### config.mk
export PLATFORM = sky130hd
export DESIGN_NAME = dispatch_queue
export DESIGN_NICKNAME = d
export VERILOG_FILES = /design/src/rtl/dispatch_queue.sv
export SDC_FILE = /design/constraint.sdc
export NUM_CORES = 1
export LEC_CHECK = 0
export ABC_CLOCK_PERIOD_IN_PS = 17100
export CORE_MARGIN = 2
export CORE_UTILIZATION = 47
export CTS_CLUSTER_SIZE = 14
export DETAILED_ROUTE_END_ITERATION = 8
export PLACE_DENSITY = 0.66
export REMOVE_ABC_BUFFERS = 1
export SLEW_MARGIN = 20
export SYNTH_ARGS = -nofsm -noshare
export SYNTH_HDL_FRONTEND = slang
export SYNTH_SLANG_ARGS = --single-unit
### constraint.sdc
create_clock -name clk -period 17.1 [get_ports clk]
set_input_delay 1.71 -clock clk [delete_from_list [all_inputs] [get_ports clk]]
set_output_delay 1.71 -clock clk [all_outputs]
set_load 0.03 [all_outputs]
### src/rtl/dispatch_queue.sv
// dispatch_queue: in-order decoupling FIFO between decode and the four
// reservation stations (00 ALU, 01 load/store, 10 branch/JAL/JALR, 11 LUI/AUIPC).
// The head entry issues only when its station and the ROB can both accept it.
// A flush empties the queue in one cycle.
// Optional feature: define DISPATCH_STATS_EN to add the saturating
// stall_cycles counter and its output port.
module dispatch_queue #(
    parameter int unsigned DEPTH = 8
) (
    input  logic        clk,
    input  logic        reset,
    input  logic        flush,
    input  logic        enq_valid,
    output logic        enq_ready,
    input  logic [92:0] enq_payload,
    input  logic [1:0]  enq_rs_station,
    input  logic [3:0]  rs_full,
    input  logic        rob_full,
    output logic        disp_valid,
    output logic        disp_fire,
    output logic [3:0]  disp_rs_sel,
    output logic [92:0] disp_payload,
    output logic [1:0]  disp_rs_station
`ifdef DISPATCH_STATS_EN
    ,
    output logic [31:0] stall_cycles
`endif
);

    localparam int unsigned AW = $clog2(DEPTH);
    localparam logic [AW:0] FULL_COUNT = (AW + 1)'(DEPTH);

    logic [92:0]   payload_mem [DEPTH];
    logic [1:0]    station_mem [DEPTH];
    logic [AW-1:0] rptr;
    logic [AW-1:0] wptr;
    logic [AW:0]   count;
    logic          do_enq;

    // A full queue refuses input even if the head leaves this cycle.
    assign enq_ready       = (count != FULL_COUNT);
    assign disp_valid      = (count != '0);
    assign do_enq          = enq_valid && enq_ready && !flush;
    assign disp_payload    = payload_mem[rptr];
    assign disp_rs_station = station_mem[rptr];

    // Issue decision and one-hot station write enable for the head entry.
    always_comb begin
        disp_fire   = disp_valid && !rs_full[disp_rs_station] && !rob_full && !flush;
        disp_rs_sel = 4'b0000;
        if (disp_fire) begin
            disp_rs_sel = 4'b0001 << disp_rs_station;
        end
    end

    // Entry storage; contents are don't-care until written, so no reset.
    always_ff @(posedge clk) begin
        if (do_enq) begin
            payload_mem[wptr] <= enq_payload;
            station_mem[wptr] <= enq_rs_station;
        end
    end

    // Pointer and occupancy update; flush squashes everything at once.
    always_ff @(posedge clk or posedge reset) begin
        if (reset) begin
            rptr  <= '0;
            wptr  <= '0;
            count <= '0;
        end else if (flush) begin
            rptr  <= '0;
            wptr  <= '0;
            count <= '0;
        end else begin
            if (do_enq) begin
                wptr <= wptr + AW'(1);
            end
            if (disp_fire) begin
                rptr <= rptr + AW'(1);
            end
            unique case ({do_enq, disp_fire})
                2'b10:   count <= count + (AW + 1)'(1);
                2'b01:   count <= count - (AW + 1)'(1);
                default: count <= count;
            endcase
        end
    end

`ifdef DISPATCH_STATS_EN
    // Saturating count of cycles where a valid head could not issue; survives flush.
    always_ff @(posedge clk or posedge reset) begin
        if (reset) begin
            stall_cycles <= '0;
        end else if (disp_valid && !disp_fire && !flush && (stall_cycles != 32'hFFFF_FFFF)) begin
            stall_cycles <= stall_cycles + 32'd1;
        end
    end
`endif

endmodule

==> reports/metrics.cfg, run 1 <==
[clocking]
ctsResizeCount = 0
hold_buffers = 0
htreeDepth = 3
cts_tree = built
postCtsSetupBuffers = 0
insertion_delay_ps = 610
cts_buffers = 78
cts_sinks = 770
clockRootBuffer = clkbuf_16
clkSlewWorstSetupHoldPaths_ps = 60
cts_buffer_depth = 3

[detailed_routing]
vias = 12800
drtPass1Iterations = 5
wl_met1_mm = 23.83
drt_drc_violations_left = 0
detail-route-antenna-nets = 0
wl_met2_mm = 28.79
routed_wl_mm = 56.62
wire_per_inst_um = 24.71
first_iter_violations = 828
vias_per_cell = 5.587
highest_layer = met5
wl_met3_mm = 2.994

[critical_path]
start_kind = flip-flop
worst-path-max-fanout = 51
cp.arrival_ps = 4650
r2r_slack_ps = 12360
endpoint_kind = primary output
worstPathRequired_ps = 15390
path_class = flip-flop to primary output

[grt]
grt_pass1_wl_mm = 84.84
grt.overflow.total = 0
antenna_found_initial = 4
grt_usage_pct = 17.98
grt_pass1_vias = 13690
grt_max_degree = 105

[timing]
slew-limit-headroom_pct = 31.45
rsz0062_at_grt = false
hold_viol_final = 0
finalClockSkew_ps = 18.89
setup_tns_ps = 0
fmax_ghz = 0.1572
period_share_pct = 37.19
setup_viol = 0
finalCriticalPeriod_ps = 6360
worstMarginPinSlew_ps = 1028
hold-worst-slack_ps = 630.0
finalMaxSlewViolations = 0

[logic_synthesis]
synthesis.area_um2 = 29170
syn_area_per_cell_um2 = 24.53
seq_area_frac_synth_pct = 79.10
synth_area_leaders = edfxtp_1, mux4_2, mux2_2
synth_area_leader_cell = edfxtp_1
synthDistinctLibCells = 30
synth_cells = 1189
ys_ff_latch = 770
ys_warn_count = 0
synth_top_area_share_pct = 78.25

[layout]
final_common_cell = edfxtp_1
nFillCells = 4529
area_growth_pct = 18.60
multi_input_area_um2 = 5889
final-seq-area_um2 = 23080
drive_above_1_share_pct = 28.09
instances_no_fill = 2291
layout_common_cells = edfxtp_1, clkdlybuf4s50_1, mux4_2
num-nets-final = 1547

[placed_design]
port_buffers = 205
place.gp.congestion = 0.7238
dpl.hpwl_mm = 29.72
dp.cells = 2148

[die]
die_w_um = 253.1
dieArea_um2 = 64060
io-pin-count = 206
start_util_pct = 47.44
rows = 91
placeableCoreArea_um2 = 61480
die_y_um = 253.1

[run_status]
status = finished, final reports clean

[power]
power_density_nw_per_um2 = 125.0
power_mw = 4.324
ir_drop_uv = 92.29
p_leak_nw = 10.62

[run]
maxCapViolations = 0

[min_path]
holdCritPathClass = flip-flop to flip-flop

## synth_stat cells
| cell | number |
|---|---|
| nor2b_1 | 3 |
| xnor2_2 | 1 |
| or4_1 | 1 |
| buf_2 | 7 |
| nor3_1 | 4 |
| mux2i_4 | 1 |
| a22oi_2 | 1 |
| a21o_1 | 1 |
| buf_1 | 8 |
| dfrtp_1 | 10 |
| mux2_1 | 1 |
| nor4_1 | 2 |
| mux2_2 | 95 |
| nand2b_1 | 5 |
| nand2_1 | 7 |
| xor2_1 | 2 |
| buf_6 | 3 |
| mux2i_1 | 9 |
| o21ai_0 | 1 |
| nor2_1 | 20 |
| and2_1 | 2 |
| inv_1 | 4 |
| or3_1 | 3 |
| clkbuf_1 | 39 |
| a21oi_1 | 3 |
| edfxtp_1 | 760 |
| fa_1 | 1 |
| mux4_2 | 189 |
| xnor2_1 | 2 |
| ha_1 | 4 |
## worst max-delay path, stage by stage (launching register included)
cell and delay (ps):
dfrtp_4 960, buf_4 860, mux4_2 510, mux2i_1 230, a22oi_2 210, or3_1 380
nor2_1 100, clkdlybuf4s50_1 680
## metrics by stage
stage / setup slack (ps) / instance area [um2] / utilization, %
finish: 10740 / 34590 / 56.26
global route: 10500 / 34590 / 56.26
CTS: 10640 / 34590 / 56.25
detailed placement: 11290 / 32200 / 52.37
global placement: 11300 / 32200 / 52.37
floorplan: 5686 / 28920 / -
## cell type report
type	count	share of cell area, %
clock inverters	40	0.8862
multi-input cells	358	17.03
inverters	4	0.04341
diodes	2	0.01447
clock buffers	101	6.015
flip-flops and latches	770	66.73
well taps	790	2.858
repair buffers	226	6.424
## flip-flops by register name, summed over array words and instances (netlist names)
name and cells:
count 4, payload_mem 744, rptr 3, station_mem 16, wptr 3
## logic make-up (layout without fill, tap and decap cells)
logic type	count (synthesis)	after routing	synth area share, %
adder cells (fa/ha/maj)	5	5	0.2402
AND/OR/NAND/NOR	47	47	0.7636
other	0	2	0
buffers and inverters	61	371	0.8922
multiplexers	295	295	18.69
flip-flops	770	770	79.10
AO/OA/AOI/OAI	6	6	0.1372
XOR/XNOR	5	5	0.1759
## report_power, final
group / switching [mW] / internal, mW / leakage [nW]
logic: 0.293 / 0.293 / 2.46
registers: 0.0296 / 2.12 / 6.99
clock network: 0.671 / 0.919 / 1.17
## routing by layer
metal / GRT usage, % / vias up
met4: 5.461 / 4
li1: - / 5576
met1: 23.75 / 6866
met3: 4.102 / 71
met2: 30.01 / 282
met5: 0 / -
## final timing paths
check                                     from                    to  cells past startpoint
min in group asynchronous                reset   rptr[1]$_DFFE_PP0P_                      2
max                        rptr[2]$_DFFE_PP0P_        disp_rs_sel[2]                      7
min                        wptr[0]$_DFFE_PP0P_   wptr[0]$_DFFE_PP0P_                      2
max in group asynchronous                reset   rptr[0]$_DFFE_PP0P_                      2
max reg2reg                rptr[2]$_DFFE_PP0P_  count[3]$_DFFE_PP0P_                     11
min reg2reg                wptr[0]$_DFFE_PP0P_   wptr[0]$_DFFE_PP0P_                      2
Note: power is estimated with default switching activity, not from simulation.
==> run 2: changes to the inputs <==
--- a/config.mk
+++ b/config.mk
@@ -5,7 +5,7 @@
 export SDC_FILE = /design/constraint.sdc
 export NUM_CORES = 1
 export LEC_CHECK = 0
-export ABC_CLOCK_PERIOD_IN_PS = 17100
+export ABC_CLOCK_PERIOD_IN_PS = 6100
 export CORE_MARGIN = 2
 export CORE_UTILIZATION = 47
 export CTS_CLUSTER_SIZE = 14
==> constraint.sdc (replaced) <==
create_clock -name clk -period 6.1 [get_ports clk]
set_input_delay 0.61 -clock clk [delete_from_list [all_inputs] [get_ports clk]]
set_output_delay 0.61 -clock clk [all_outputs]
set_load 0.03 [all_outputs]
==> run 2 against run 1 <==
Utilization is 0.15 points higher; final cell count barely moved; via count increased by 0.17%; first-iteration DRC count rose by 15%; total power grew to 2.8 times the previous value; sequential share of layout area down 0.18 points; clock power rose to 2.8 times the previous value; cell area is 0.27% higher; largest cell class unchanged; clock skew is 7.4 ps lower; critical path type unchanged.
==> reports/metrics.cfg, run 2 (synthesized netlist as in run 1, its figures left out) <==
[timing]
setup_tns_ps = 0
rsz0062_at_grt = false
hold_viol_final = 0
period_share_pct = 71.90
finalCriticalPeriod_ps = 4386
slew-limit-headroom_pct = 32.76
worstMarginPinSlew_ps = 1006
fmax_ghz = 0.2280
finalMaxSlewViolations = 0
finalClockSkew_ps = 11.49
setup_viol = 0

[placed_design]
placed_cell_area_um2 = 32330
port_buffers = 205
dpl.hpwl_mm = 29.87
place.gp.congestion = 0.7293

[critical_path]
r2r_cells = 10
worst-path-max-fanout = 43
cp.arrival_ps = 3780
endpoint_kind = primary output
start_kind = flip-flop
reg2reg_to = count[3]$_DFFE_PP0P_
path_class = flip-flop to primary output
worstPathRequired_ps = 5490
r2r_slack_ps = 2330
rr_startpoint = rptr[1]$_DFFE_PP0P_

[grt]
grt.overflow.total = 0
met2_usage_pct = 30.40
grt_max_degree = 99
antenna_found_initial = 5
grt_use_met1_pct = 23.87
grt_usage_pct = 18.09
grt_pass1_vias = 13690
grtUsageMet3_pct = 4.071
grt_pass1_wl_mm = 84.65
busiest_layer = met2

[detailed_routing]
detail-route-antenna-nets = 0
vias_per_cell = 5.599
drtPass1Iterations = 5
drt_drc_violations_left = 0
vias = 12820
first_iter_violations = 953
wire_per_inst_um = 24.78
routed_wl_mm = 56.74

[die]
dieArea_um2 = 64060
placeableCoreArea_um2 = 61480
die_y_um = 253.1
rows = 91
io-pin-count = 206
die_w_um = 253.1
start_util_pct = 47.44

[clocking]
clockRootBuffer = clkbuf_16
cts_buffers = 78
hold_buffers = 0
cts_tree = built
ctsResizeCount = 0
cts_buffer_depth = 3
insertion_delay_ps = 600
clkSlewWorstSetupHoldPaths_ps = 60
postCtsSetupBuffers = 0
htreeDepth = 3
cts_sinks = 770

[power]
power_density_nw_per_um2 = 347.2
ir_drop_uv = 251.6
p_leak_nw = 10.63

[run_status]
status = finished, final reports clean

[layout]
area_growth_pct = 18.91
largest_reg_flops = 744
top_register = payload_mem
fin_area_um2 = 34680
reg.largest.list = payload_mem: 744 flops, station_mem: 16 flops, count: 4 flops
drive_above_1_share_pct = 28.24
layout_common_cells = edfxtp_1, clkdlybuf4s50_1, mux4_2
num-nets-final = 1548
final_common_cell = edfxtp_1

[run]
maxCapViolations = 0

[min_path]
holdCritPathClass = input pin to asynchronous set/reset pin

-- run 2: power breakdown --
group / leakage, nW / internal [mW] / total, mW / switching (mW)
combinational: 2.49 / 0.825 / 1.68 / 0.851
clock: 1.15 / 2.51 / 4.38 / 1.87
sequential: 6.99 / 5.94 / 5.98 / 0.0473
-- run 2: worst max-delay path by stage --
stage / from / end / slack [ps] / depth (start not counted)
2_1_floorplan: rptr[0]$_DFFE_PP0P_ / count[3]$_DFFE_PP0P_ / -4370 / 12
6_report: rptr[1]$_DFFE_PP0P_ / disp_rs_sel[0] / 1710 / 8
3_3_place_gp: rptr[1]$_DFFE_PP0P_ / disp_rs_sel[0] / 2360 / 8
5_1_grt: rptr[1]$_DFFE_PP0P_ / disp_rs_sel[0] / 1530 / 8
3_5_place_dp: rptr[1]$_DFFE_PP0P_ / disp_rs_sel[0] / 2340 / 6
4_1_cts: rptr[1]$_DFFE_PP0P_ / disp_rs_sel[0] / 1670 / 8
-- run 2: area by class of cell --
type,count,area (um2)
inverters,4,15.01
repair buffers,227,2355
flip-flops and latches,770,23080
well taps,790,988.4
diodes,2,5.005
multi-input cells,358,5889
clock inverters,39,249.0
fillers,4471,26800
clock buffers,100,2098
-- run 2: routing by layer --
metal  vias up  routed length, um  part of all wire [%]
met5         -                 52                 0.092
met4         8                927                   1.6
met3        74               3247                   5.7
met2       280              28770                    51
met1      6866              23740                    42
li1       5593                  -                     -
-- run 2: critical path, cell delays in order (launching register included) --
cell and delay, ps:
dfrtp_4 880, mux4_2 440, mux2i_4 210, inv_1 130, nor2_1 130, a22oi_2 180, or3_1 380, nor2_1 120
clkdlybuf4s50_1 680
-- run 2: per-stage QoR --
step	hold WS (ps)	util, %	setup WS (ps)	cells	power, mW
finish	305.4	56.41	1714	2290	12.04
CTS	284.1	56.40	1668	2288	12.19
global placement	583.2	52.58	2361	2149	7.790
floorplan	450.2	-	-4366	1132	7.421
detailed placement	603.5	52.58	2336	2149	7.806
global route	324.4	56.41	1532	2289	12.46
==> run 3: changes to the inputs <==
--- a/config.mk
+++ b/config.mk
@@ -5,12 +5,12 @@
 export SDC_FILE = /design/constraint.sdc
 export NUM_CORES = 1
 export LEC_CHECK = 0
-export ABC_CLOCK_PERIOD_IN_PS = 6100
+export ABC_CLOCK_PERIOD_IN_PS = 3520
 export CORE_MARGIN = 2
 export CORE_UTILIZATION = 47
 export CTS_CLUSTER_SIZE = 14
 export DETAILED_ROUTE_END_ITERATION = 8
-export PLACE_DENSITY = 0.66
+export PLACE_DENSITY = 0.69
 export REMOVE_ABC_BUFFERS = 1
 export SLEW_MARGIN = 20
 export SYNTH_ARGS = -nofsm -noshare
==> constraint.sdc (replaced) <==
create_clock -name clk -period 3.52 [get_ports clk]
set_input_delay 0.352 -clock clk [delete_from_list [all_inputs] [get_ports clk]]
set_output_delay 0.352 -clock clk [all_outputs]
set_load 0.03 [all_outputs]
==> run 3 against run 2 <==
Total power up 79%; utilization up 0.81 points; routed wire length up 2.8%; sequential power up 74%; critical path depth down 3; largest cell class unchanged.
==> reports/metrics.cfg, run 3 (synthesized netlist as in run 1, its figures left out) <==
[placed_design]
place.gp.congestion = 0.7111
dpl.hpwl_mm = 29.53
dp.cells = 2155
port_buffers = 205

[critical_path]
endpoint_kind = primary output
path_class = flip-flop to primary output
worst-path-max-fanout = 21
start_kind = flip-flop
crit_slowest_cell = clkdlybuf4s50_1
cp.arrival_ps = 3030
crit_chain = buf_4, buf_16, mux4_2, mux2_2, clkdlybuf4s50_1
max_stage_delay_ps = 600
worstPathRequired_ps = 3170

[timing]
period_share_pct = 96.17
slew-limit-headroom_pct = 37.67
rsz0062_at_grt = true
worstMarginPinSlew_ps = 934.9
finalMaxSlewViolations = 0
finalCriticalPeriod_ps = 3385
setup_viol = 0
hold_viol_final = 0
hold-worst-slack_ps = 65.12
fmax_ghz = 0.2954
finalClockSkew_ps = 20.70

[clocking]
htreeDepth = 3
clkSlewWorstSetupHoldPaths_ps = 60
clockRootBuffer = clkbuf_16
cts_sinks = 770
insertion_delay_ps = 620
cts_buffers = 78
cts_tree = built
hold_buffers = 0
cts_buffer_depth = 3

[power]
p_leak_nw = 11.07
p_sw_share_pct = 22.87
p_sw_mw = 4.940
power_frac_seq_pct = 48.0
pwr-share-comb_pct = 13.9
power_density_nw_per_um2 = 613.9
ir_drop_uv = 466.9
power_mw = 21.60
clockPowerShare_pct = 38.1
p_int_mw = 16.66

[layout]
drive_above_1_share_pct = 29.76
instances_no_fill = 2303
top_register = payload_mem
num-nets-final = 1561
reg.largest.list = payload_mem: 744 flops, station_mem: 16 flops, count: 4 flops
layout_common_cells = edfxtp_1, mux4_2, clkdlybuf4s50_1
largest_reg_flops = 744
final_core_util_pct = 57.22
final_common_cell = edfxtp_1
area_growth_pct = 20.62

[die]
start_util_pct = 47.44
rows = 91
placeableCoreArea_um2 = 61480
dieArea_um2 = 64060
io-pin-count = 206
die_y_um = 253.1
die_w_um = 253.1

[grt]
grt_pass1_wl_mm = 86.86
grt.overflow.total = 0
grt_usage_pct = 18.47
grt_max_degree = 101
antenna_found_initial = 3
grt_pass1_vias = 13760

[detailed_routing]
wl_met3_mm = 3.165
drt_drc_violations_left = 0
wl_met2_mm = 29.55
highest_layer = met5
wl_met1_mm = 24.55
drtPass1Iterations = 5
first_iter_violations = 973
vias_per_cell = 5.680
vias = 13080
wire_per_inst_um = 25.33
detail-route-antenna-nets = 0
routed_wl_mm = 58.33

[run_status]
status = finished, final reports clean

[min_path]
holdCritPathClass = input pin to asynchronous set/reset pin

[run]
maxCapViolations = 0

-- run 3: cell types whose count changed in the layout (fill, tap and decap cells not counted), sizes merged --
cell,previous run,this run
diode,2,1
dlygate4sd2,0,68
clkinv,32,28
dlymetal6s2s,0,8
buf,22,35
bufinv,2,9
clkinvlp,3,2
clkbuf,100,97
inv,6,8
bufbuf,0,4
clkdlybuf4s50,205,125
-- run 3: what timing repair did --
action,CTS,global route
cloned,5,0
buffers inserted,2,0
endpoints found under the hold margin,0,0
endpoints found under the setup margin,75,9
resized for setup,75,8
-- run 3: cell type report --
class,instances,area (um2)
clock buffers,97,2097
multi-input cells,358,5889
flip-flops and latches,770,23080
inverters,4,15.01
well taps,790,988.4
diodes,1,2.502
repair buffers,240,2645
fillers,4424,26300
clock inverters,43,460.4
-- run 3: final timing paths --
kind                                startpoint                           end  slack (ps)  cells after the start
hold / removal                           reset          count[3]$_DFFE_PP0P_          70                      2
setup reg to reg           rptr[0]$_DFFE_PP0P_          count[3]$_DFFE_PP0P_         390                     11
setup / recovery           rptr[0]$_DFFE_PP0P_              disp_payload[12]         130                      5
max in group asynchronous                reset           rptr[0]$_DFFE_PP0P_        3110                      2
min in group clk               enq_payload[51]  payload_mem[3][51]$_DFFE_PP_         470                      1
hold reg to reg            wptr[0]$_DFFE_PP0P_           wptr[0]$_DFFE_PP0P_         620                      2
-- run 3: power by group through the flow --
stage          combinational, mW  clock (mW)  sequential [mW]
6_report                    3.01        8.23             10.4
5_1_grt                     3.21        8.74             10.4
4_1_cts                     3.08        8.42             10.4
3_5_place_dp                3.01           0             10.6
3_3_place_gp                2.98           0             10.5
2_1_floorplan               2.04           0             10.8
-- run 3: metal layers --
layer	vias to the layer above	global-route usage, %
met4	6	5.495
met2	317	30.71
met1	7082	24.67
met3	80	4.050
li1	5595	-
met5	-	0
-- run 3: critical path: cells and delay by family, from the launching register on --
| family | cells | cell delay [ps] |
|---|---|---|
| buf+inv | 3 | 1040 |
| mux | 2 | 840 |
| flops | 1 | 540 |
-- run 3: through the flow --
| stage | area [um2] | setup TNS, ps | worst slack (ps) |
|---|---|---|---|
| after floorplan | 28920 | -2771190 | -6946 |
| after global placement | 32480 | 0 | 347.7 |
| after detailed placement | 32480 | 0 | 313.8 |
| after CTS | 35160 | 0 | 15.03 |
| after global routing | 35180 | -14.40 | -14.40 |
| final | 35180 | 0 | 134.7 |
